[src/rtl/ibex_aes_seq.sv]
// Multi-cycle issue sequencer: runs NumOps chained AES byte-select ops per column request.
// Optional stall/request counters are enabled by defining IBEX_AES_SEQ_STALL_CNT_EN.
module ibex_aes_seq #(
  parameter int unsigned NumOps       = 4,
  parameter bit          LOGIC_GATING = 1'b1
) (
  input  logic         clk_i,
  input  logic         rst_ni,
  input  logic         flush_i,
  input  logic         req_valid_i,
  output logic         req_ready_o,
  input  logic         req_mix_i,
  input  logic [31:0]  req_acc_i,
  input  logic [127:0] req_src_i,
  output logic         aes_en_o,
  output logic         aes_mix_o,
  output logic [1:0]   aes_bs_o,
  output logic [31:0]  operand_a_o,
  output logic [31:0]  operand_b_o,
  input  logic [31:0]  ex_result_i,
  input  logic         ex_valid_i,
  output logic         rsp_valid_o,
  input  logic         rsp_ready_i,
  output logic [31:0]  rsp_data_o,
  output logic         busy_o
`ifdef IBEX_AES_SEQ_STALL_CNT_EN
  ,
  output logic [15:0]  stall_cnt_o,
  output logic [15:0]  req_cnt_o
`endif
);

  typedef enum logic [1:0] {
    S_IDLE  = 2'd0,
    S_ISSUE = 2'd1,
    S_DONE  = 2'd2
  } state_e;

  localparam logic [1:0] LastK = 2'(NumOps - 1);

  state_e           r_state;
  logic [1:0]       r_k;
  logic [31:0]      r_acc;
  logic [3:0][31:0] r_src;
  logic             r_mix;

  logic w_idle;
  logic w_issue;
  logic w_done;

  assign w_idle  = (r_state == S_IDLE);
  assign w_issue = (r_state == S_ISSUE);
  assign w_done  = (r_state == S_DONE);

  always_ff @(posedge clk_i) begin
    if (!rst_ni) begin
      r_state <= S_IDLE;
      r_k     <= 2'd0;
      r_acc   <= 32'd0;
      r_src   <= '0;
      r_mix   <= 1'b0;
    end else if (flush_i) begin
      r_state <= S_IDLE;
      r_k     <= 2'd0;
    end else begin
      case (r_state)
        S_IDLE: begin
          if (req_valid_i) begin
            r_acc   <= req_acc_i;
            r_src   <= req_src_i;
            r_mix   <= req_mix_i;
            r_k     <= 2'd0;
            r_state <= S_ISSUE;
          end
        end
        S_ISSUE: begin
          if (ex_valid_i) begin
            r_acc <= ex_result_i;
            if (r_k == LastK) begin
              r_state <= S_DONE;
            end else begin
              r_k <= r_k + 2'd1;
            end
          end
        end
        S_DONE: begin
          if (rsp_ready_i) begin
            r_state <= S_IDLE;
          end
        end
        default: begin
          r_state <= S_IDLE;
          r_k     <= 2'd0;
        end
      endcase
    end
  end

  assign req_ready_o = w_idle && !flush_i;
  assign aes_en_o    = w_issue;
  assign aes_mix_o   = w_issue ? r_mix : 1'b0;
  assign rsp_valid_o = w_done;
  assign rsp_data_o  = w_done ? r_acc : 32'd0;
  assign busy_o      = !w_idle;

  // Gating keeps the execute-block operand buses quiet between ops.
  generate
    if (LOGIC_GATING) begin : g_gated
      assign operand_a_o = w_issue ? r_acc : 32'd0;
      assign operand_b_o = w_issue ? r_src[r_k] : 32'd0;
      assign aes_bs_o    = w_issue ? r_k : 2'd0;
    end else begin : g_ungated
      assign operand_a_o = r_acc;
      assign operand_b_o = r_src[r_k];
      assign aes_bs_o    = r_k;
    end
  endgenerate

`ifdef IBEX_AES_SEQ_STALL_CNT_EN
  logic [15:0] r_stall_cnt;
  logic [15:0] r_req_cnt;
  logic        w_stall;
  logic        w_rsp_hs;

  assign w_stall  = (w_issue && !ex_valid_i) || (w_done && !rsp_ready_i);
  assign w_rsp_hs = w_done && rsp_ready_i && !flush_i;

  always_ff @(posedge clk_i) begin
    if (!rst_ni) begin
      r_stall_cnt <= 16'd0;
      r_req_cnt   <= 16'd0;
    end else begin
      if (w_stall && (r_stall_cnt != 16'hFFFF)) begin
        r_stall_cnt <= r_stall_cnt + 16'd1;
      end
      if (w_rsp_hs && (r_req_cnt != 16'hFFFF)) begin
        r_req_cnt <= r_req_cnt + 16'd1;
      end
    end
  end

  assign stall_cnt_o = r_stall_cnt;
  assign req_cnt_o   = r_req_cnt;
`endif

endmodule
[config.mk]
export PLATFORM = sky130hd
export DESIGN_NAME = ibex_aes_seq
export DESIGN_NICKNAME = d
export VERILOG_FILES = /design/src/rtl/ibex_aes_seq.sv
export SDC_FILE = /design/constraint.sdc
export NUM_CORES = 1
export LEC_CHECK = 0
export CAP_MARGIN = 30
export CORE_ASPECT_RATIO = 0.8
export CORE_MARGIN = 10
export CORE_UTILIZATION = 40
export DETAILED_ROUTE_END_ITERATION = 6
export PLACE_DENSITY_LB_ADDON = 0.12
export SETUP_SLACK_MARGIN = 0.1
export SLEW_MARGIN = 10
export SYNTH_ARGS = -nofsm -noshare
export SYNTH_HDL_FRONTEND = slang
export SYNTH_SLANG_ARGS = --single-unit
[constraint.sdc]
create_clock -name clk_i -period 1.75 [get_ports clk_i]
set_clock_uncertainty 0.1 [all_clocks]
set_input_delay 0.2625 -clock clk_i [delete_from_list [all_inputs] [get_ports clk_i]]
set_output_delay 0.2625 -clock clk_i [all_outputs]
set_load 0.01 [all_outputs]
Yosys cells after proc, flatten, opt, wreduce, memory -nomap -nowiden --
Cells that the tools add are included.
Operators by class: magnitude comparators 1, add/subtract/negate cells 1, equality and inequality tests 8, multiplexer cells 19, bitwise logic cells 3, reductions and logical operators 10
Operators by type and width (number):
- $mux 32 | 6
- $bmux 32 s2 | 1
- $pmux 32 s2 | 1
- $mux 2 | 8
- $pmux 2 s3 | 2
- $reduce_and 4->1 | 3
- $ne 2x2->1 const B | 4
- $eq 2x2->1 const B | 2
- $lt 2x3->1 const B | 1
- $not 1->1 | 3
- $reduce_and 3->1 | 1
- $add 2x1->2 const B | 1
- $eq 2x1->1 const B | 1
- $logic_not 1->1 | 2
- $logic_not 2->1 | 1
- $ne 2x1->1 const B | 1
- $reduce_bool 2->1 | 1
- $reduce_or 2->1 | 1
- $logic_and 1x1->1 | 1
- $mux 1 | 1
Storage, ports and cells: logic and storage cells 50, bits in registers 165, output and inout bits 103, bits of input ports 199

Depth between registers and ports, before layout --
depth after elaboration 4, mapped depth 6, depth with buffers taken out 4

Worst setup path after synthesis --
OpenSTA, ideal clock, no wires.
path type flip-flop to output port, start reg r_k[0], end out operand_b_o[10], data required time 1387 ps, cell stages (with the launch flop) 5, data arrival time 1539 ps, path buffers 2, setup slack -151 ps, cells stage by stage dfxtp_1 buf_2 buf_2 mux4_2 and2_1
On the way: word-level cells in the longest chain between the ends 3
Ends and longest elaborated chain:
- from (decl) | line 42 | logic [1:0] r_k;
- from (signal assigned) | line 82 | r_k <= r_k + 2'd1;
- $bmux 32 s2 | line 110 | assign operand_b_o = w_issue ? r_src[r_k] : 32'd0;
- $mux 32 (implied by the code) | line 110
- $mux 32 | line 110
- to (decl) | line 19 | output logic [31:0] operand_b_o,
Every way passes these cells. The select of a mux whose other input is x is not followed.

Final worst setup path --
start reg r_k[0], end out operand_b_o[8]
The elaborated chain is that of the path after synthesis.

==> reports/metrics.csv <==
metric;value;unit
cts.sinks;165;
fin_cells;1520;
synth_cells;860;
p_sw;0.00259;W
critPathRequiredTime;1.39;ns
synth_area_leaders;dfxtp_1, mux4_2, nand3_1, and2_1, o21ai_0;
first_global_vias;7433;
ys_warn_count;0;
status;complete, but fails checks;
ys_seq_area_frac;0.431;
finalSetupTns;-38.86;ns
cts_buffer_depth;2;
cellLeakagePower;5.67;nW
synth_seq_cells;165;
dp.cells;1383;
setup_viol;240;
r2r_slack;-0.20;ns
timing.final.crit_period;2.22;ns
cts_tree;built;
clock.fmax;451;MHz
max_stage_delay;0.53;ns
seq_power_share;0.416;
crit_path_end_kind;primary output;
core-area;18900;um^2
dieArea;25200;um^2
rows;45;
ant_nets;0;
drt_first_pass_iters;5;
critPathLaunchType;flip-flop;
clk_transition_reported_paths;0.07;ns
grt.overflow.total;0;
die_x;175;um
port-buffer-count;301;
holdBufCountCts;0;
cts_buffers;17;
synthesis.nets;1060;
finalHoldViolations;0;
antenna_found_initial;2;
drt_first_iter_violations;476;
grt_pass1_wl;43.6;mm
rsz0062_at_grt;true;
n_fill_cell;1143;
dr_wl_met3;2.25;mm
nets;1448;
grt_usage;0.220;
hold_path_class;in -> reg;
ir_drop;0.603;mV
crit_path_max_fanout;7;
drt_drc_violations_left;0;
m1WireLength;14.1;mm
timing.final.crit_share;1.27;
gp_routability_congestion;0.810;
clock_power_share;0.386;
dp_hpwl;18.4;mm
p_per_area;648;nW/um^2
yosys.area.top_type;dfxtp_1;
synth_top_area_frac;0.431;
vias;8152;
drive_above_1_share;0.493;
setup_ws;-0.465;ns
worstSetupPathType;reg -> out;
slowest_stage;mux4_2;
layout_common_cells;clkdlybuf4s50_1, dfxtp_1, buf_6;
layout_commonest_cell;clkdlybuf4s50_1;
switching_share;0.265;
max_slew_margin;0.570;
netlist_area;7670;um^2
routed_via_density;5.36;
clk_latency;0.43;ns
wl;33.5;mm
syn_to_final_growth;97.2;%
cp_cell_sequence;buf_6 > buf_12 > mux4_2 > and2_4 > buf_6;
initial_utilization;0.405;
synth.distinct_cells;29;
clockRootBuffer;clkbuf_16;
fin_util;0.800;
power;0.00979;W
internal_power;0.00720;W
die_h;144;um
crit_arrival;1.85;ns
htree_levels;4;
dr_wl_met2;16.6;mm
pin_count;302;
cp_common_cell;buf_6;
drt-wirelength-per-cell;22.0;um
tightest_slew;0.645;ns
comb_power_share;0.198;
avgSynthCellArea;8.92;um^2
violations;negative setup slack;
highest_layer;met5;
cap_violations;0;
grt_max_degree;113;
maxSlewViolCount;0;
power by group through the flow:
stage | clock network (W) | registers, W | logic (W)
finish | 0.00378 | 0.00407 | 0.00194
global route | 0.00399 | 0.00409 | 0.00205
CTS | 0.00381 | 0.00405 | 0.00150
detailed placement | 0 | 0.00413 | 0.00118
global placement | 0 | 0.00413 | 0.00117
floorplan | 0 | 0.00409 | 0.000539
metal layers:
metal,track usage,vias up
met5,0,-
met2,0.357,276
met3,0.0724,41
met4,0.0508,4
li1,-,3807
met1,0.280,4024
per-stage QoR:
step | setup slack (ns) | hold WS, ns | area [um^2]
CTS | -0.484 | 0.0816 | 13300
global route | -0.519 | 0.105 | 15100
floorplan | 0.114 | 0.293 | 7780
finish | -0.465 | 0.0874 | 15100
detailed placement | -0.382 | 0.340 | 11200
global placement | -0.370 | 0.335 | 11200
logic make-up (layout without fill, tap and decap cells):
group | Yosys count | in the layout | synth area share
and+or+nand+nor | 375 | 375 | 0.243
AOI/OAI and AO/OA | 165 | 165 | 0.124
DFF | 165 | 165 | 0.431
buffers and inverters | 87 | 488 | 0.0607
muxes | 67 | 67 | 0.140
adders and majority gates | 1 | 1 | 0.00163
other | 0 | 1 | 0
state kept, by name, indices dropped and copies added, names as in the netlist:
name,flops
r_acc,32
r_state,2
r_src,128
r_mix,1
r_k,2
critical path: cells and delay by family (launching register included):
family,cells,cell delay [ns]
buffers and inverters,3,0.36
muxes,1,0.53
DFF,1,0.38
and+or+nand+nor,1,0.16
repair_timing:
| action | 4_1_cts | 5_1_grt |
|---|---|---|
| endpoints found under the hold margin | 0 | 0 |
| endpoints found under the setup margin | 253 | 265 |
| pin swaps | 61 | 124 |
| resized for setup | 688 | 362 |
| buffers inserted | 46 | 25 |
| gates cloned | 23 | 19 |
final timing paths:
check                                             start                      end  cells after the start
worst max-delay path                r_k[0]$_SDFFE_PP0P_           operand_b_o[8]                      5
worst min-delay path                             rst_ni  r_src[127]$_SDFFE_PN0P_                      3
worst max register to register  r_state[0]$_SDFFE_PP0P_   r_src[35]$_SDFFE_PN0P_                     10
worst min register to register   r_src[78]$_SDFFE_PN0P_   r_src[78]$_SDFFE_PN0P_                      2
cell type report:
type                            instances  area [um^2]  share of cell area
Multi-Input combinational cell        608         5320               0.352
Antenna cell                            1         2.50            0.000165
Timing Repair Buffer                  454         5560               0.368
Clock inverter                         13          146             0.00968
Sequential cell                       165         3320               0.219
Inverter                                2         20.0             0.00132
Clock buffer                           19          433              0.0286
Tap cell                              258          323              0.0213
synth_stat cells, drive strengths merged:
library cell,instances
dfxtp,165
o21ai,130
mux2i,34
nor2b,4
and2,99
o22ai,1
ha,1
nand2,131
clkbuf,52
nor2,3
nand3,131
mux4,32
a21boi,1
or2,1
o2bb2ai,32
buf,33
nor3,1
nor4b,1
a32oi,1
nand2b,2
inv,2
or3,1
mux2,1
nand3b,1
No activity file was read; power rests on OpenSTA's default activity.
